**config.mk**
```make
export PLATFORM = sky130hd
export DESIGN_NAME = clk_ctrl_flat
export DESIGN_NICKNAME = d
export VERILOG_FILES = /design/src/rtl/clk_ctrl_if.sv /design/src/rtl/clk_ctrl.sv /design/src/flat_wrapper.sv
export SDC_FILE = /design/constraint.sdc
export NUM_CORES = 1
export LEC_CHECK = 0
export CORE_ASPECT_RATIO = 0.75
export CORE_UTILIZATION = 55
export DETAILED_ROUTE_END_ITERATION = 7
export PLACE_DENSITY_LB_ADDON = 0.08
export SLEW_MARGIN = 20
export SYNTH_ARGS = -nofsm -noshare
export SYNTH_HDL_FRONTEND = slang
export SYNTH_SLANG_ARGS = --single-unit
```
**constraint.sdc**
```tcl
create_clock -name clk -period 10.9 [get_ports clk]
set_clock_uncertainty 0.2 [all_clocks]
set_input_delay 1.635 -clock clk [delete_from_list [all_inputs] [get_ports clk]]
set_output_delay 1.635 -clock clk [all_outputs]
set_load 0.005 [all_outputs]
```
**src/rtl/clk_ctrl_if.sv**
```systemverilog
// Control/status bundle of the clock-enable generator: divide writes, run mode,
// single-step handshake and the registered tick/phase/heartbeat outputs.
interface clk_ctrl_if #(
  parameter int unsigned CHANNELS = 2,
  parameter int unsigned CNT_W    = 32
);
  localparam int unsigned SEL_W = (CHANNELS > 1) ? $clog2(CHANNELS) : 1;

  logic                div_wr;
  logic [SEL_W-1:0]    div_sel;
  logic [CNT_W-1:0]    div_val;
  logic [1:0]          mode;
  logic                step_req;
  logic                step_ack;
  logic [CHANNELS-1:0] tick;
  logic [CHANNELS-1:0] phase;
  logic                led;
  logic                running;

  modport master (
    output div_wr, div_sel, div_val, mode, step_req,
    input  step_ack, tick, phase, led, running
  );

  modport slave (
    input  div_wr, div_sel, div_val, mode, step_req,
    output step_ack, tick, phase, led, running
  );
endinterface

```
**src/rtl/clk_ctrl.sv**
```systemverilog
// Programmable per-channel clock-enable generator with run/halt/single-step
// control and a heartbeat LED derived from channel 0.
module clk_ctrl #(
  parameter int unsigned CHANNELS    = 2,
  parameter int unsigned CNT_W       = 32,
  parameter int unsigned DIV_DEFAULT = 1,
  parameter bit          START_RUN   = 1'b1,
  parameter int unsigned LED_DIV     = 1
) (
  input logic       clk,
  input logic       reset,
  clk_ctrl_if.slave bus
);

  localparam int unsigned      LED_W    = 16;
  localparam logic [LED_W-1:0] LED_LAST = LED_W'(LED_DIV - 1);

  localparam logic [1:0] MODE_RUN  = 2'b01;
  localparam logic [1:0] MODE_STEP = 2'b10;

  localparam logic [2:0] ST_HALT  = 3'd0;
  localparam logic [2:0] ST_RUN   = 3'd1;
  localparam logic [2:0] ST_ARM   = 3'd2;
  localparam logic [2:0] ST_FIRE  = 3'd3;
  localparam logic [2:0] ST_HOLD  = 3'd4;
  localparam logic [2:0] ST_RESET = START_RUN ? ST_RUN : ST_HALT;

  logic [2:0]                     state_q, state_d;
  logic [CHANNELS-1:0][CNT_W-1:0] cnt_q, cnt_d;
  logic [CHANNELS-1:0][CNT_W-1:0] div_q, div_d;
  logic [CHANNELS-1:0]            tick_q, tick_d;
  logic [CHANNELS-1:0]            phase_q, phase_d;
  logic                           step_ack_q, step_ack_d;
  logic                           running_q, running_d;
  logic                           led_q, led_d;
  logic [LED_W-1:0]               led_cnt_q, led_cnt_d;

  logic                           fire;
  logic                           in_step;
  logic [CNT_W-1:0]               last;

  // Mode is sampled every cycle except in STEP_FIRE, which always completes.
  always_comb begin
    state_d = state_q;
    case (state_q)
      ST_HALT, ST_RUN: begin
        if (bus.mode == MODE_RUN)       state_d = ST_RUN;
        else if (bus.mode == MODE_STEP) state_d = ST_ARM;
        else                            state_d = ST_HALT;
      end
      ST_ARM: begin
        if (bus.mode == MODE_RUN)       state_d = ST_RUN;
        else if (bus.mode == MODE_STEP) state_d = bus.step_req ? ST_FIRE : ST_ARM;
        else                            state_d = ST_HALT;
      end
      ST_FIRE: state_d = ST_HOLD;
      ST_HOLD: begin
        if (bus.mode == MODE_RUN)       state_d = ST_RUN;
        else if (bus.mode == MODE_STEP) state_d = bus.step_req ? ST_HOLD : ST_ARM;
        else                            state_d = ST_HALT;
      end
      default: state_d = ST_RESET;
    endcase
  end

  // The step pulse is registered on the edge that enters STEP_FIRE.
  assign fire       = (state_q == ST_ARM) && (state_d == ST_FIRE);
  assign in_step    = (state_q == ST_ARM) || (state_q == ST_FIRE) || (state_q == ST_HOLD);
  assign step_ack_d = fire;
  assign running_d  = (state_d == ST_RUN);

  always_comb begin
    cnt_d   = cnt_q;
    div_d   = div_q;
    tick_d  = '0;
    phase_d = phase_q;
    last    = '0;
    for (int i = 0; i < int'(CHANNELS); i++) begin
      last = (div_q[i] == '0) ? '0 : div_q[i] - CNT_W'(1);
      if (fire) begin
        tick_d[i]  = 1'b1;
        phase_d[i] = ~phase_q[i];
        cnt_d[i]   = '0;
      end else if (state_q == ST_RUN) begin
        if (cnt_q[i] == last) begin
          cnt_d[i]   = '0;
          tick_d[i]  = 1'b1;
          phase_d[i] = ~phase_q[i];
        end else begin
          cnt_d[i] = cnt_q[i] + CNT_W'(1);
        end
      end else if (in_step) begin
        // Leaving a step state for RUN always restarts from a zero count.
        cnt_d[i] = '0;
      end
      // A divide write restarts the channel and suppresses its tick this cycle.
      if (bus.div_wr && (int'(bus.div_sel) == i)) begin
        div_d[i]   = bus.div_val;
        cnt_d[i]   = '0;
        tick_d[i]  = 1'b0;
        phase_d[i] = phase_q[i];
      end
    end
  end

  // Heartbeat: toggle once every LED_DIV channel-0 ticks, step ticks included.
  always_comb begin
    led_cnt_d = led_cnt_q;
    led_d     = led_q;
    if (tick_d[0]) begin
      if (led_cnt_q == LED_LAST) begin
        led_cnt_d = '0;
        led_d     = ~led_q;
      end else begin
        led_cnt_d = led_cnt_q + LED_W'(1);
      end
    end
  end

  always_ff @(posedge clk or negedge reset) begin
    if (!reset) begin
      state_q    <= ST_RESET;
      cnt_q      <= '0;
      div_q      <= {CHANNELS{CNT_W'(DIV_DEFAULT)}};
      tick_q     <= '0;
      phase_q    <= '0;
      step_ack_q <= 1'b0;
      running_q  <= START_RUN;
      led_q      <= 1'b0;
      led_cnt_q  <= '0;
    end else begin
      state_q    <= state_d;
      cnt_q      <= cnt_d;
      div_q      <= div_d;
      tick_q     <= tick_d;
      phase_q    <= phase_d;
      step_ack_q <= step_ack_d;
      running_q  <= running_d;
      led_q      <= led_d;
      led_cnt_q  <= led_cnt_d;
    end
  end

  assign bus.tick     = tick_q;
  assign bus.phase    = phase_q;
  assign bus.step_ack = step_ack_q;
  assign bus.running  = running_q;
  assign bus.led      = led_q;

endmodule

```
**src/flat_wrapper.sv**
```systemverilog
// flat-port wrapper written by rule: the top's interface ports become plain ports
module clk_ctrl_flat 
#(
  parameter int unsigned CHANNELS    = 2,
  parameter int unsigned CNT_W       = 32,
  parameter int unsigned DIV_DEFAULT = 1,
  parameter bit          START_RUN   = 1'b1,
  parameter int unsigned LED_DIV     = 1
)
  (clk, reset, bus_div_wr, bus_div_sel, bus_div_val, bus_mode, bus_step_req, bus_step_ack, bus_tick, bus_phase, bus_led, bus_running);
  clk_ctrl_if #(.CHANNELS(CHANNELS), .CNT_W(CNT_W)) bus_i ();
  input logic clk;
  input logic reset;
  input wire logic [$bits(bus_i.div_wr)-1:0] bus_div_wr;
  input wire logic [$bits(bus_i.div_sel)-1:0] bus_div_sel;
  input wire logic [$bits(bus_i.div_val)-1:0] bus_div_val;
  input wire logic [$bits(bus_i.mode)-1:0] bus_mode;
  input wire logic [$bits(bus_i.step_req)-1:0] bus_step_req;
  output wire logic [$bits(bus_i.step_ack)-1:0] bus_step_ack;
  output wire logic [$bits(bus_i.tick)-1:0] bus_tick;
  output wire logic [$bits(bus_i.phase)-1:0] bus_phase;
  output wire logic [$bits(bus_i.led)-1:0] bus_led;
  output wire logic [$bits(bus_i.running)-1:0] bus_running;
  assign bus_i.div_wr = bus_div_wr;
  assign bus_i.div_sel = bus_div_sel;
  assign bus_i.div_val = bus_div_val;
  assign bus_i.mode = bus_mode;
  assign bus_i.step_req = bus_step_req;
  assign bus_step_ack = bus_i.step_ack;
  assign bus_tick = bus_i.tick;
  assign bus_phase = bus_i.phase;
  assign bus_led = bus_i.led;
  assign bus_running = bus_i.running;
  clk_ctrl #(.CHANNELS(CHANNELS), .CNT_W(CNT_W), .DIV_DEFAULT(DIV_DEFAULT), .START_RUN(START_RUN), .LED_DIV(LED_DIV)) u_core (.clk(clk), .reset(reset), .bus(bus_i));
endmodule
```
==> reports/metrics.csv, run 1 <==
stage,metric,value,unit
sta,final period utilization,47.8,%
routing,WL/cell,19.8,um
synth,post-synth net total,1293,
cts,CTS tree,done,
cts,CTS Hold Bufs,0,
worst_setup_path,Critical Path Source Type,register,
synth,post-synthesis sequential area ratio,36.6,%
power,NetSw,519,uW
layout,P&R area growth vs syn,10.7,%
routing,DRC Markers,0,
cts,Resized Gates After CTS,0,
cts,"Reg clk slew, reported paths",70,ps
synth,ys async rst share,100,%
floorplanning,DIE WIDTH,162,um
power,VDD IR max,0.121,mV
sta,slew margin rel.,36.9,%
synth,ys flop type,dfrtp_1,
cts,Clock Sinks,154,
global_route,vias in the first global route,8741,
layout,nets@finish,1288,
sta,Final Hold Fails,0,
routing,Final ANT Viol Nets,0,
floorplanning,core area,18600,um^2
global_route,Overflow after GRT,0,
sta,Highest Clock Rate,192,MHz
place,placed cells,1470,
power,Logic pwr share,19.5,%
layout,most frequent cells in the layout,"nand2_1 (166), dfrtp_1 (150), nor2_1 (80), o21ai_0 (76), nand3_1 (55)",
sta,Hold Worst Slack,276,ps
global_route,all-layer global routing usage,31.1,%
place,GPL Wtd Cong,1.02,
layout,Ant. Diodes,0,
floorplanning,I/O pin count,46,
place,Detail Placement HPWL,21500,um
layout,Post-Layout Cell Count,1503,
synth,post-synthesis cell count,1248,
cts,CTS Buf Count,17,
worst_setup_path,endpoint class of the critical path,register,
routing,routed vias,9779,
global_route,largest net degree at the start of global routing,87,
floorplanning,Die ar.,19700,um^2
floorplanning,Die H,122,um
synth,synth warn,0,
sta,Slew @ Worst Pin,939,ps
worst_setup_path,required time worst endpoint,11020,ps
worst_hold_path,Hold Path Class,reg -> reg,
worst_setup_path,crit-path max FO,34,
synth,number of synthesized register bits,154,
routing,DR pass1 iterations,5,
sta,final slew viol count,0,
synth,Yosys cell types,84,
floorplanning,std cell rows,43,
place,PortBufs,45,
routing,WL final,29700,um
routing,Initial DRC Count,1099,
power,share of power burned in registers,43.8,%
layout,Final Core Density,62.7,%
synth,Mapped Area,10500,um^2
power,Switching Fraction,32.9,%
sta,Final Critical Period,5210,ps
run_status,status,finished clean,
power,total power draw,1.58,mW
global_route,number of antenna violations at the first check in global routing,1,
global_route,global-route wire length before repair,47800,um
cts,Post-CTS Setup Repair Bufs,0,
routing,vias per cell,6.51,
worst_setup_path,CP Class,reg -> reg,
cts,Worst-Skew Late Latency,430,ps
sta,Sum Neg Setup Slack,0,ps
power,Int Pwr,1.06,mW
worst_setup_path,CP arrival,5320,ps
sta,unrepaired setup endpoints after global routing,false,
layout,layout cells sized above 1,8.20,%
cts,Root Driver,clkbuf_16,
cts,Longest Clk Path Bufs,2,
cts,H-tree depth,4,
sta,"Setup violations, final",0,
floorplanning,Starting Density,56.6,%
layout,"commonest non-fill, non-tap cell in the layout",nand2_1,
power,clock power share,36.6,%
synth,Post-synth EDFFs,0,
synth,Syn Area/Cell,8.45,um^2
run,max cap viols,0,
power,leakage power,4.74,nW
power,pwr/cell area,135,nW/um^2
## path summary, 6_finish.rpt
check	startpoint	endpoint	slack, ps	cells past startpoint
worst max-delay path	u_core.div_q[0]	u_core.cnt_q[31]	5690	14
worst min-delay path	u_core.bus.phase[0]	u_core.bus.phase[0]	280	1
worst max register to register	u_core.div_q[0]	u_core.cnt_q[31]	5690	14
worst min register to register	u_core.bus.phase[0]	u_core.bus.phase[0]	280	1
max in group asynchronous	reset	u_core.cnt_q[34]	8030	2
min in group asynchronous	reset	u_core.cnt_q[25]	1070	1
## power by group through the flow
stage	Clock [mW]	Sequential (mW)	Combinational (mW)
floorplan	0	0.663	0.226
global route	0.612	0.698	0.339
detailed placement	0	0.698	0.300
global placement	0	0.697	0.298
CTS	0.587	0.688	0.303
finish	0.578	0.691	0.308
## cell type report
| cell class | instances | area [um^2] |
|---|---|---|
| fill | 1610 | 6950 |
| multi-input combinational | 982 | 6260 |
| sequential | 154 | 3860 |
| timing repair buffer | 58 | 569 |
| clock buffer | 18 | 439 |
| tap | 247 | 309 |
| clock inverter | 14 | 121 |
| inverter | 30 | 113 |
## metal layers
metal  wire [um]  vias up  track usage (%)  share of wire, %
met4         279        0             6.49              0.94
met3        2710       22             7.87               9.1
met2       11700      389             41.6                39
li1            -     4623                -                 -
met1       15000     4745             49.3                51
met5           0        -                0                 0
## cell families after synthesis
family	Yosys count	share of synthesized area (%)
simple gates	580	29.4
mux	42	4.31
xor+xnor	69	6.14
buf+inv	112	4.20
flops	154	36.6
fa+ha+maj	6	0.712
compound gates	285	18.6
## through the flow
step | worst slack [ps] | cell area (um^2)
after global routing | 5560 | 11700
after detailed placement | 5850 | 11100
final | 5690 | 11700
after floorplan | 6830 | 10500
after global placement | 5850 | 11100
after CTS | 5830 | 11600
## state kept, by name, summed over array words and instances (netlist names)
| signal | cells |
|---|---|
| u_core.state_q | 3 |
| u_core.bus.tick | 2 |
| u_core.div_q | 64 |
| u_core.bus.phase | 2 |
| u_core.bus.led | 1 |
| u_core.bus.step_ack | 1 |
| u_core.bus.running | 1 |
| u_core.led_cnt_q | 16 |
| u_core.cnt_q | 64 |
## synthesized netlist by cell type, drive strengths merged (8+ instances only)
master | n | area share (%)
mux2 | 27 | 2.9
nor2b | 11 | 0.65
o31ai | 8 | 0.57
nand2 | 166 | 5.9
o21ai | 94 | 4.5
nor4 | 40 | 2.7
a211o | 10 | 0.83
nor2 | 81 | 2.9
dfrtp | 150 | 36
a211oi | 24 | 1.7
and3 | 28 | 1.7
nand3 | 55 | 2.6
nor3b | 10 | 0.71
xor2 | 24 | 2.0
a31oi | 8 | 0.47
mux2i | 15 | 1.4
and2 | 8 | 0.50
a21oi | 24 | 1.1
o311ai | 9 | 0.75
xnor2 | 42 | 3.5
a21o | 31 | 2.2
or3 | 19 | 1.1
buf | 23 | 1.0
inv | 30 | 1.1
clkbuf | 59 | 2.1
a22o | 9 | 0.75
or4 | 20 | 1.5
nand2b | 16 | 0.95
nand4 | 28 | 1.7
nor3 | 52 | 2.6
or2 | 8 | 0.47
## worst max-delay path, cell delays in order (launching register included)
cell and delay [ps]:
dfstp_2 400, inv_1 110, ha_1 210, or3b_2 570, nor3_2 520, nand3_1 570
a211oi_1 350, o22ai_1 140, nor4b_1 540, and4_1 280, buf_4 290, a21oi_2 190
buf_4 310, a21o_1 190, a22o_1 180
No activity file was read; power rests on OpenSTA's default activity.
==> run 2: changes to the inputs <==
==> constraint.sdc (replaced) <==
create_clock -name clk -period 4.82 [get_ports clk]
set_clock_uncertainty 0.2 [all_clocks]
set_input_delay 0.723 -clock clk [delete_from_list [all_inputs] [get_ports clk]]
set_output_delay 0.723 -clock clk [all_outputs]
set_load 0.005 [all_outputs]
==> run 2 against run 1 <==
  * Sequential power is 130% higher
  * Register-to-register slack got worse by 5500 ps
  * Cell count grew 2.0%
  * Die area did not move
  * Critical path depth is 2 lower
  * Sequential cell count unchanged
  * Combinational power is 140% higher
  * Largest cell class unchanged
  * Largest power group unchanged
  * Highest routed layer unchanged
==> reports/metrics.csv, run 2 (synthesized netlist as in run 1, its figures left out) <==
stage,metric,value,unit,change
global_route,vias in the first global route,8881,,+1.6%
global_route,number of antenna violations at the first check in global routing,0,,-1
routing,Initial DRC Count,1198,,+9.0%
layout,P&R area growth vs syn,13.4,%,
worst_setup_path,worst reg2reg path depth,12,,-2
floorplanning,Die ar.,19700,um^2,unchanged
layout,most frequent cells in the layout,"nand2_1 (166), dfrtp_1 (150), nor2_1 (79), o21ai_0 (76), nand3_1 (55)",,
sta,final period utilization,95.2,%,+47 points
cts,Worst-Skew Late Latency,440,ps,about the same
power,Switching Fraction,31.6,%,-1.3 points
power,NetSw,1.17,mW,+130%
sta,final slew viol count,0,,unchanged
routing,wire length on met2,12200,um,+4.1%
sta,Final Critical Period,4590,ps,-619 ps
worst_setup_path,CP arrival,4730,ps,-590 ps
place,PortBufs,45,,unchanged
sta,Final Hold Fails,0,,unchanged
global_route,all-layer global routing usage,32.5,%,+1.4 points
worst_setup_path,crit-path max FO,22,,-35%
sta,Sum Neg Setup Slack,0,ps,unchanged
power,leakage power,4.92,nW,+3.7%
worst_setup_path,Critical Path Source Type,register,,
layout,Ant. Diodes,0,,unchanged
layout,Fillers,1624,,+0.87%
routing,uppermost layer routed,met4,,
routing,WL final,30800,um,+3.6%
cts,Longest Clk Path Bufs,2,,unchanged
power,share of power burned in registers,42.0,%,-1.8 points
power,total power draw,3.71,mW,+130%
worst_setup_path,endpoint class of the critical path,register,,
worst_setup_path,required time worst endpoint,4960,ps,-6060 ps
cts,H-tree depth,4,,unchanged
layout,biggest regs,"u_core.cnt_q: 64 flops, u_core.div_q: 64 flops, u_core.led_cnt_q: 16 flops",,
layout,"commonest non-fill, non-tap cell in the layout",nand2_1,,
floorplanning,I/O pin count,46,,unchanged
floorplanning,Starting Density,56.6,%,unchanged
worst_setup_path,RR Startpoint,u_core.div_q[9],,
layout,nets@finish,1318,,+2.3%
routing,DR pass1 iterations,5,,unchanged
worst_setup_path,flop2flop setup slack,230,ps,-5460 ps
worst_hold_path,Hold Path Class,in -> async,,
power,pwr/cell area,310,nW/um^2,+130%
cts,"Reg clk slew, reported paths",70,ps,about the same
routing,Final ANT Viol Nets,0,,unchanged
worst_setup_path,RR Endpoint,u_core.led_cnt_q[11],,
power,clock power share,38.2,%,+1.6 points
sta,unrepaired setup endpoints after global routing,false,,
power,Logic pwr share,19.8,%,+0.3 points
routing,WL met1,15600,um,+4.3%
sta,Slew @ Worst Pin,833,ps,-106 ps
sta,Highest Clock Rate,218,MHz,+13%
place,Detail Placement HPWL,22600,um,+5.3%
floorplanning,DIE WIDTH,162,um,unchanged
floorplanning,Die H,122,um,unchanged
global_route,largest net degree at the start of global routing,82,,-5.7%
sta,slew margin rel.,44.4,%,+7.4 points
cts,CTS tree,done,,
routing,vias per cell,6.52,,+0.26%
place,GPL Wtd Cong,0.962,,-5.7%
routing,WL/cell,20.1,um,+1.6%
cts,CTS Buf Count,17,,unchanged
power,VDD IR max,0.227,mV,+88%
routing,met3 wire length,2730,um,+0.55%
run_status,status,finished clean,,
floorplanning,std cell rows,43,,unchanged
routing,routed vias,10000,,+2.3%
cts,CTS Hold Bufs,0,,unchanged
global_route,global-route wire length before repair,49700,um,+3.9%
routing,DRC Markers,0,,unchanged
layout,finished layout cell area,12000,um^2,+2.5%
place,dpl ws,199,ps,-5650 ps
run,max cap viols,0,,unchanged
layout,layout cells sized above 1,10.5,%,+2.3 points
cts,Root Driver,clkbuf_16,,
power,Int Pwr,2.53,mW,+140%
place,dpl cell area,11300,um^2,+2.2%
worst_setup_path,CP Class,reg -> reg,,
cts,Clock Sinks,154,,unchanged
sta,final setup slack of the worst path,234,ps,-5460 ps
sta,"Setup violations, final",0,,unchanged
global_route,Overflow after GRT,0,,unchanged
floorplanning,core area,18600,um^2,unchanged
[run 2: changes by cell type in the layout (fill, tap and decap cells not counted), sizes merged]
cell	delta
clkbuf	+3
buf	+30
inv	-5
clkinvlp	-1
clkinv	+1
bufinv	+2
[run 2: worst max path at each step]
stage	start	endpoint	cells past startpoint
floorplan	u_core.div_q[14]	u_core.cnt_q[25]	12
global placement	u_core.div_q[0]	u_core.cnt_q[15]	14
detailed placement	u_core.div_q[14]	u_core.led_cnt_q[11]	12
CTS	u_core.div_q[14]	u_core.led_cnt_q[11]	12
global route	u_core.div_q[0]	u_core.led_cnt_q[10]	16
finish	u_core.div_q[9]	u_core.led_cnt_q[11]	12
[run 2: area by class of cell]
cell class	instances	area, um^2	share of cell area, %
timing repair buffer	88	791	6.61
multi-input combinational	982	6280	52.5
tap	247	309	2.58
inverter	30	113	0.942
sequential	154	3860	32.3
clock inverter	11	136	1.14
clock buffer	21	470	3.93
[run 2: power groups by stage]
stage | Clock (mW) | Combinational [mW] | Sequential (mW)
floorplan | 0 | 0.512 | 1.50
global placement | 0 | 0.706 | 1.57
detailed placement | 0 | 0.717 | 1.57
CTS | 1.43 | 0.722 | 1.55
global route | 1.49 | 0.805 | 1.57
finish | 1.42 | 0.734 | 1.56
[run 2: metrics by stage]
| step | hold WS (ps) | std cells | util, % |
|---|---|---|---|
| after floorplan | 227 | 1248 | - |
| after global placement | 260 | 1499 | 60.7 |
| after detailed placement | 265 | 1499 | 60.8 |
| after CTS | 166 | 1531 | 64.1 |
| after global routing | 198 | 1533 | 64.2 |
| final | 132 | 1533 | 64.2 |
[run 2: critical path, cell delays in order, from the launching register on]
cell     delay [ps]
dfrtp_1         470
or3_1           510
or4_1           590
or4_1           480
xnor2_1         150
or4b_1          500
o311a_1         140
nor3_2          280
buf_4           320
a31oi_1         120
buf_4           200
or2_1           290
o31ai_1         220
[run 2: metal layers]
| layer | vias to the layer above | GRT usage [%] |
|---|---|---|
| li1 | 4685 | - |
| met4 | 0 | 5.42 |
| met3 | 20 | 6.44 |
| met1 | 4879 | 53.5 |
| met5 | - | 0 |
| met2 | 416 | 43.1 |
[run 2: what timing repair did]
| item | in CTS | in global routing |
|---|---|---|
| setup endpoints to repair | 0 | 24 |
| buffers inserted | 0 | 2 |
| gates resized for setup | 0 | 3 |
